[src/rtl/rca_pkg.sv]
// Shared definitions for the registered ripple-carry adder: default width, result
// layout and a reference sum for bench use.
package rca_pkg;

    localparam int unsigned RCA_N = 4;
    localparam int unsigned RCA_MAX_N = 64;

    typedef struct packed {
        logic [RCA_N-1:0] s;
        logic             cout;
        logic             ovf;
    } rca_result_t;

    // Wide reference sum; bit 64 is the carry out of a 64-bit operand pair.
    function automatic logic [RCA_MAX_N:0] rca_ref_sum(
        input logic [RCA_MAX_N-1:0] a,
        input logic [RCA_MAX_N-1:0] b,
        input logic                 cin
    );
        return {1'b0, a} + {1'b0, b} + {{RCA_MAX_N{1'b0}}, cin};
    endfunction

endpackage

[src/rtl/rca_full_adder.sv]
// Single-bit full adder cell used as one link of the ripple chain.
module rca_full_adder (
    input  logic a,
    input  logic b,
    input  logic ci,
    output logic s,
    output logic co
);

    logic p;

    assign p  = a ^ b;
    assign s  = p ^ ci;
    assign co = (a & b) | (ci & p);

endmodule

[src/rtl/rca_adder_core.sv]
// Registered N-bit ripple-carry adder: operand capture stage, full-adder chain, result
// stage with carry-out and signed-overflow flags. One result per cycle, 2-cycle latency.
module rca_adder_core
    import rca_pkg::*;
#(
    parameter int unsigned N = RCA_N
) (
    input  logic         clk,
    input  logic         rst,
    input  logic         in_valid,
    input  logic [N-1:0] a,
    input  logic [N-1:0] b,
    input  logic         cin,
    output logic         out_valid,
    output logic [N-1:0] s,
    output logic         cout,
    output logic         ovf
);

    typedef struct packed {
        logic [N-1:0] s;
        logic         cout;
        logic         ovf;
    } result_t;

    logic [N-1:0] a_q;
    logic [N-1:0] b_q;
    logic         cin_q;
    logic         v1_q;

    logic [N:0]   c;
    logic [N-1:0] sum;

    result_t      res_d;
    result_t      res_q;
    logic         out_valid_q;

    // Operand regs only load on a valid strobe so idle inputs never toggle the chain.
    always_ff @(posedge clk) begin
        if (rst) begin
            a_q   <= '0;
            b_q   <= '0;
            cin_q <= 1'b0;
            v1_q  <= 1'b0;
        end else begin
            v1_q <= in_valid;
            if (in_valid) begin
                a_q   <= a;
                b_q   <= b;
                cin_q <= cin;
            end
        end
    end

    assign c[0] = cin_q;

    for (genvar i = 0; i < N; i++) begin : g_bit
        rca_full_adder u_fa (
            .a  (a_q[i]),
            .b  (b_q[i]),
            .ci (c[i]),
            .s  (sum[i]),
            .co (c[i+1])
        );
    end

    // Signed overflow: carry into the MSB differs from carry out of it (N=1 uses c[0]).
    always_comb begin
        res_d      = '0;
        res_d.s    = sum;
        res_d.cout = c[N];
        res_d.ovf  = c[N] ^ c[N-1];
    end

    always_ff @(posedge clk) begin
        if (rst) begin
            res_q       <= '0;
            out_valid_q <= 1'b0;
        end else begin
            out_valid_q <= v1_q;
            if (v1_q) begin
                res_q <= res_d;
            end
        end
    end

    assign out_valid = out_valid_q;
    assign s         = res_q.s;
    assign cout      = res_q.cout;
    assign ovf       = res_q.ovf;

endmodule

[config.mk]
export PLATFORM = sky130hd
export DESIGN_NAME = rca_adder_core
export DESIGN_NICKNAME = d
export VERILOG_FILES = /design/src/rtl/rca_pkg.sv /design/src/rtl/rca_full_adder.sv /design/src/rtl/rca_adder_core.sv
export SDC_FILE = /design/constraint.sdc
export NUM_CORES = 1
export LEC_CHECK = 0
export CORE_MARGIN = 5
export CORE_UTILIZATION = 30
export DETAILED_ROUTE_END_ITERATION = 6
export PLACE_DENSITY = 0.53
export SYNTH_ARGS = -nofsm -noshare
export SYNTH_HDL_FRONTEND = slang
export SYNTH_SLANG_ARGS = --single-unit
[constraint.sdc]
create_clock -name clk -period 2.87 [get_ports clk]
set_input_delay 0.287 -clock clk [delete_from_list [all_inputs] [get_ports clk]]
set_output_delay 0.287 -clock clk [all_outputs]
set_load 0.01 [all_outputs]
### Yosys cells after proc, flatten, opt, wreduce, memory -nomap -nowiden

Index checks and enable logic that the tools add are counted.

* bitwise gates (word level): 21

Operators with widths (count)
* $xor 1x1->1: 9
* $and 1x1->1: 8
* $or 1x1->1: 4

* register bits: 17
* bits of input ports: 12
* output and inout bits: 7
* logic and storage cells: 29

### Longest topological paths before layout

Gate-level depths: netlist of run 1.

* depth in word-level cells: 10
* mapped depth: 9
* mapped depth without buffers: 9

### Hierarchy

From an unflattened synthesis of run 1, not the netlist that was laid out.

* cell total of the unflattened synthesis: 58
* area, all modules: 685.7 µm²

By module, submodules not included
* rca_adder_core: area each 605.6 µm², cells each 54, sequential area each 340.3 µm², instances 1
* rca_full_adder: area each 20.0 µm², cells each 1, sequential area each 0.0 µm², instances 4

### Least setup slack after synthesis of run 1

OpenSTA, ideal clock, no wires.

* path type: register to register
* start point: register cin_q
* end point: register res_q (netlist bit s[3])
* buffers on the path: 0
* setup time: 0.079 ns
* arrival: 2.031 ns
* period minus slack after synthesis: 2.110 ns
* cell stages (with the launch flop): 9
* slack: 0.760 ns
* cell sequence: dfxtp_1 fa_1 inv_1 fa_1 inv_1 fa_1 inv_1 fa_1 a211oi_2

* word-level cells in the longest chain between the ends: 7

Ends and longest elaborated chain
* start: declaration: RTL line rca_adder_core.sv:28 `logic cin_q;`
* start signal: assignment: RTL line rca_adder_core.sv:50 `cin_q <= cin;`
* $and 1x1->1: RTL line rca_full_adder.sv:14 `assign co = (a & b) | (ci & p);`
* $or 1x1->1: RTL line rca_full_adder.sv:14
* $and 1x1->1: RTL line rca_full_adder.sv:14
* $or 1x1->1: RTL line rca_full_adder.sv:14
* $and 1x1->1: RTL line rca_full_adder.sv:14
* $or 1x1->1: RTL line rca_full_adder.sv:14
* $xor 1x1->1: RTL line rca_full_adder.sv:13 `assign s = p ^ ci;`
* end signal: assignment: RTL line rca_adder_core.sv:82 `res_q <= res_d;`
* end: declaration: RTL line rca_adder_core.sv:35 `result_t res_q;`

Every way passes these cells.
A chain may end at the register's enable or synchronous reset.

### Worst setup path in the final report of run 1

Same ends and word-level chain as after synthesis.

==> impl_metrics.env, run 1 <==
export IMPL_fin_crit_ns=2.21
export IMPL_place_gp_congestion=0.695
export IMPL_startpoint_type="flop"
export IMPL_design_area_um2=927
export IMPL_rows=17
export IMPL_finalCritPeriodShare=0.771
export IMPL_yosysWarnings=0
export IMPL_nNetsFinal=100
export IMPL_synth_compound_area_share=0.0551
export IMPL_hpwl_um=893
export IMPL_die_area_um2=3510
export IMPL_muxShareOfSynthArea=0.151
export IMPL_drtIter0Drc=6
export IMPL_drt_wl_total_um=1200
export IMPL_ios=19
export IMPL_vias=468
export IMPL_die_x_um=59.2
export IMPL_syn_avg_cell_area_um2=11.2
export IMPL_htreeDepth=1
export IMPL_met2_length_um=549
export IMPL_topRoutingLayerUsed="met3"
export IMPL_syn_cell_area_um2=727
export IMPL_syn_to_final_growth_pct=27.5
export IMPL_instances_no_fill=111
export IMPL_reg2reg_from="cin_q"
export IMPL_dr_pass1_iters=4
export IMPL_synth_xor_area_frac=0.0120
export IMPL_crit_type="reg2reg"
export IMPL_drc=0
export IMPL_critPathArrivalTime_ns=2.41
export IMPL_p_comb_frac=0.152
export IMPL_crit_fanout=2
export IMPL_final_common_cell="clkdlybuf4s50_1"
export IMPL_max_slew_margin_rel=0.521
export IMPL_setup_viol=0
export IMPL_clockBufferDepth=2
export IMPL_p_leak_uw=0.000380
export IMPL_cp_cell_sequence="fa_1 > inv_1 > fa_1 > inv_1 > fa_1 > inv_1 > fa_1 > a211oi_2"
export IMPL_wl_per_cell_um=10.8
export IMPL_p_clk_frac=0.267
export IMPL_hold_class="reg2reg"
export IMPL_critPathCaptureType="flop"
export IMPL_report_final_slew_viol_count=0
export IMPL_antenna_found_initial=0
export IMPL_cts_resized=0
export IMPL_switching_share=0.231
export IMPL_wl_met3_um=85
export IMPL_grt_pass1_wl_um=2150
export IMPL_routed_via_density=4.22
export IMPL_max_cap_viol_count=0
export IMPL_ys_ff_latch=17
export IMPL_cpPeakStageDelay_ns=0.42
export IMPL_grt_ovfl_total=0
export IMPL_cpMostUsedCell="fa_1"
export IMPL_fmax_mhz=452
export IMPL_rr_worst_depth=8
export IMPL_worst_pin_slew_ns=0.716
export IMPL_rsz0062_at_grt="no"
export IMPL_p_per_area_nw_per_um2=482
export IMPL_initial_core_util=0.322
export IMPL_synth_top_family_by_area="multiplexers"
export IMPL_grt_total_usage=0.0810
export IMPL_yosys_area_share_adder=0.110
export IMPL_p_sw_uw=103
export IMPL_worstPathRequired_ns=3.06
export IMPL_final_cell_mix="clkdlybuf4s50_1, dfxtp_1, nor2_1"
export IMPL_fin_worst_skew_ns=0.00214
export IMPL_finalHoldViolations=0
export IMPL_post_cts_buffers=0
export IMPL_worstSkewPairLatency_ns=0.27
export IMPL_timing_rr_end="s[3]"
export IMPL_wl_met1_um=568
export IMPL_intPower_uw=344
export IMPL_crit_end="s[3]"
export IMPL_share_seq_of_total_power=0.581
export IMPL_die_h_um=59.2
export IMPL_place_area_um2=901
export IMPL_tns_ns=0
export IMPL_slowest_stage="fa_1"
export IMPL_worstHoldStart="s[1]"
export IMPL_grt_max_degree=18
export IMPL_synthCells=65
export IMPL_yosysSeqAreaShare=0.468
export IMPL_cts_buffers=3
export IMPL_diodes=0
export IMPL_ant_nets=0
export IMPL_syn_nets=81
export IMPL_synth_simple_area_share=0.110
export IMPL_first_global_vias=494
export IMPL_clockRootBuffer="clkbuf_4"
export IMPL_drive_gt1_frac=0.0723
export IMPL_cts_tree="built"
export IMPL_core_um2=2250
export IMPL_outcome="completed"
export IMPL_path_clk_slew_ns=0.09
export IMPL_io_buffer_count=18
export IMPL_r2r_setup_slack_ns=0.66
export IMPL_cp_startpoint="cin_q"
export IMPL_yosysUniqueCellTypes=14
export IMPL_cts_sinks=17
export IMPL_dpl_cell_count=107
export IMPL_postCtsHoldBufs=0
export IMPL_ir_drop_mv=0.346
## worst min path at each step
stage	slack [ns]	endpoint	depth (start not counted)
after detailed placement	0.48	s[1]	2
after floorplan	0.43	a_q[1]	2
after CTS	0.50	s[1]	2
after global placement	0.48	s[1]	2
final	0.49	s[1]	2
after global routing	0.53	s[1]	2
## synthesized netlist by cell type
master | number | share of area
mux2i_1 | 11 | 0.15
inv_1 | 7 | 0.036
buf_6 | 3 | 0.046
nor2b_1 | 1 | 0.0086
a211oi_2 | 2 | 0.034
buf_4 | 1 | 0.010
a21o_1 | 1 | 0.010
xnor2_1 | 1 | 0.012
dfxtp_1 | 17 | 0.47
nor2_1 | 14 | 0.072
nor2b_4 | 1 | 0.019
a211oi_1 | 1 | 0.010
fa_1 | 4 | 0.11
nor3b_1 | 1 | 0.010
## power by group through the flow
stage / clock network, uW / registers (uW) / logic (uW)
finish: 119 / 259 / 67.9
global placement: 0 / 265 / 68.8
CTS: 129 / 260 / 69.2
global route: 143 / 262 / 75.4
detailed placement: 0 / 265 / 68.7
floorplan: 0 / 264 / 41.3
## state kept, by name (all words and copies together) (netlist names)
register,count
v1_q,1
a_q,4
b_q,4
cin_q,1
s,4
ovf,1
out_valid,1
cout,1
## routing by layer
metal  vias up  GRT usage
met3         0     0.0414
met1       213     0.0996
met2        12      0.129
met5         -          0
met4         0    0.00971
li1        243          -
## critical path: cells and delay by family, from the launching register on
kind | cells | cell delay (ns)
buffers and inverters | 3 | 0.21
flip-flops | 1 | 0.33
AO/OA/AOI/OAI | 1 | 0.21
adder cells (fa/ha/maj) | 4 | 1.38
## layout make-up
cell class	instances	area [um^2]
fill	254	1330
sequential	17	340
multi-input combinational	37	319
timing repair buffer	18	180
tap	28	35.0
clock buffer	4	26.3
inverter	7	26.3
## kinds of logic after synthesis
logic type      after synthesis
fa+ha+maj                     4
buf+inv                      11
mux                          11
flops                        17
xor+xnor                      1
simple gates                 17
compound gates                4
## per-stage QoR
stage / worst slack [ns] / power (uW) / hold slack, ns / utilization
after detailed placement: 0.674 / 334 / 0.483 / 0.400
after global routing: 0.483 / 480 / 0.526 / 0.411
after global placement: 0.705 / 334 / 0.480 / 0.400
final: 0.657 / 447 / 0.491 / 0.411
after floorplan: 0.760 / 305 / 0.434 / -
after CTS: 0.633 / 458 / 0.496 / 0.411
Note: power is estimated with default switching activity, not from simulation.
==> run 2: changes to the inputs <==
==> constraint.sdc (replaced) <==
create_clock -name clk -period 2.1 [get_ports clk]
set_input_delay 0.21 -clock clk [delete_from_list [all_inputs] [get_ports clk]]
set_output_delay 0.21 -clock clk [all_outputs]
set_load 0.01 [all_outputs]
==> run 2 against run 1 <==
Count of clock-buffer cells in the layout stayed put. Clock skew is 0.0031 ns higher. Hold slack worse by 0.0026 ns. Global-route usage is 0.13 points lower. Power is 37% higher. Design area is 2.0% higher. Non-clock buffer count is 2 higher. Clock power is 36% higher. Sequential share of layout area is 0.60 points lower. Die area stayed put.
==> impl_metrics.env, run 2 (synthesis gave the netlist of run 1 again) <==
export IMPL_grt_ovfl_total=0
export IMPL_fmax_mhz=479
export IMPL_grtUsageMet2=0.134
export IMPL_drt_wl_total_um=1160
export IMPL_drc=0
export IMPL_share_seq_of_total_power=0.581
export IMPL_initial_core_util=0.322
export IMPL_p_leak_uw=0.000389
export IMPL_worstSkewPairLatency_ns=0.28
export IMPL_worst_pin_slew_ns=0.567
export IMPL_p_comb_frac=0.154
export IMPL_crit_type="reg2reg"
export IMPL_dr_pass1_iters=1
export IMPL_fin_crit_ns=2.09
export IMPL_vias=480
export IMPL_ant_nets=0
export IMPL_rsz0062_at_grt="yes"
export IMPL_setup_viol=0
export IMPL_cts_sinks=17
export IMPL_grt_max_degree=13
export IMPL_max_cap_viol_count=0
export IMPL_diodes=0
export IMPL_place_area_um2=918
export IMPL_ir_drop_mv=0.376
export IMPL_routed_via_density=4.25
export IMPL_busiest_layer="met2"
export IMPL_fin_worst_skew_ns=0.00522
export IMPL_clockRootBuffer="clkbuf_4"
export IMPL_antenna_found_initial=0
export IMPL_worstPathRequired_ns=2.30
export IMPL_final_common_cell="clkdlybuf4s50_1"
export IMPL_gr_usage_met1=0.0907
export IMPL_cts_tree="built"
export IMPL_clockBufferDepth=2
export IMPL_outcome="completed"
export IMPL_grt_pass1_wl_um=2160
export IMPL_cts_buffers=3
export IMPL_htreeDepth=1
export IMPL_die_x_um=59.2
export IMPL_path_clk_slew_ns=0.09
export IMPL_met3_usage=0.0501
export IMPL_design_area_um2=946
export IMPL_place_gp_congestion=0.676
export IMPL_critPathCaptureType="flop"
export IMPL_p_per_area_nw_per_um2=646
export IMPL_fill_cells=239
export IMPL_reg2reg_from="cin_q"
export IMPL_timing_rr_end="s[3]"
export IMPL_p_clk_frac=0.265
export IMPL_worstHoldStart="s[1]"
export IMPL_startpoint_type="flop"
export IMPL_die_h_um=59.2
export IMPL_wl_per_cell_um=10.3
export IMPL_die_area_um2=3510
export IMPL_core_um2=2250
export IMPL_ios=19
export IMPL_drtIter0Drc=0
export IMPL_first_global_vias=513
export IMPL_io_buffer_count=18
export IMPL_final_cell_mix="clkdlybuf4s50_1, dfxtp_1, nor2_1"
export IMPL_postCtsHoldBufs=0
export IMPL_rr_worst_depth=8
export IMPL_crit_fanout=2
export IMPL_p_sw_uw=139
export IMPL_timing_hold_ws_ns=0.489
export IMPL_nNetsFinal=102
export IMPL_r2r_setup_slack_ns=0.01
export IMPL_finalCritPeriodShare=0.994
export IMPL_switching_share=0.228
export IMPL_finalHoldViolations=0
export IMPL_whs_path_depth=2
export IMPL_hold_class="reg2reg"
export IMPL_grt_total_usage=0.0797
export IMPL_critPathArrivalTime_ns=2.29
export IMPL_drive_gt1_frac=0.129
export IMPL_intPower_uw=472
export IMPL_holdPathEnd="s[1]"
export IMPL_syn_to_final_growth_pct=30.1
export IMPL_rows=17
export IMPL_report_final_slew_viol_count=0
export IMPL_max_slew_margin_rel=0.621
[run 2: changes by cell type in the layout (fill, tap and decap cells not counted), sizes merged]
cell  before  now
buf        0    2
[run 2: critical path, stage by stage, from the launching register on]
cell,delay (ns)
dfxtp_2,0.34
fa_1,0.41
inv_1,0.07
fa_1,0.15
inv_1,0.05
fa_2,0.35
inv_2,0.06
fa_1,0.41
a211oi_2,0.18
[run 2: cell type report]
class | instances | area [um^2] | area share
flip-flops and latches | 17 | 342 | 0.361
well taps | 28 | 35.0 | 0.0370
repair buffers | 20 | 195 | 0.206
inverters | 7 | 26.3 | 0.0278
clock buffers | 4 | 26.3 | 0.0278
multi-input cells | 37 | 322 | 0.340
[run 2: worst max path at each step]
stage	start	end	slack, ns	depth (start not counted)
after floorplan	cin_q	s[3]	0.04	8
after global placement	cin_q	s[3]	0.01	8
after detailed placement	cin_q	s[3]	-0.02	8
after CTS	cin_q	s[3]	-0.01	8
after global routing	cin_q	s[3]	-0.11	8
final	cin_q	s[3]	0.01	8
[run 2: power groups by stage]
stage	Clock (uW)	Combinational [uW]	Sequential (uW)
finish	162	94.2	355
global route	192	106	359
CTS	176	96.7	355
detailed placement	0	95.9	363
global placement	0	95.6	362
floorplan	0	56.6	361
[run 2: through the flow]
stage               cells  utilization  setup WS (ns)  TNS, ns  total power, uW
floorplan              65            -         0.0430        0              418
global placement      109        0.407         0.0115        0              458
detailed placement    109        0.407        -0.0207  -0.0207              459
CTS                   113        0.420        -0.0114  -0.0148              628
global route          113        0.420         -0.114   -0.227              656
finish                113        0.420         0.0117        0              611
[run 2: metal layers]
layer  vias to the layer above  part of all wire
li1                        244                 -
met1                       222              0.44
met2                        14              0.49
met3                         0             0.073
met4                         0                 0
met5                         -                 0
[run 2: timing repair]
action                     4_1_cts  5_1_grt
gates resized for setup          2        0
pin swaps                        1        0
setup endpoints to repair        2        2
gates cloned                     0        0
setup buffers                    0        0
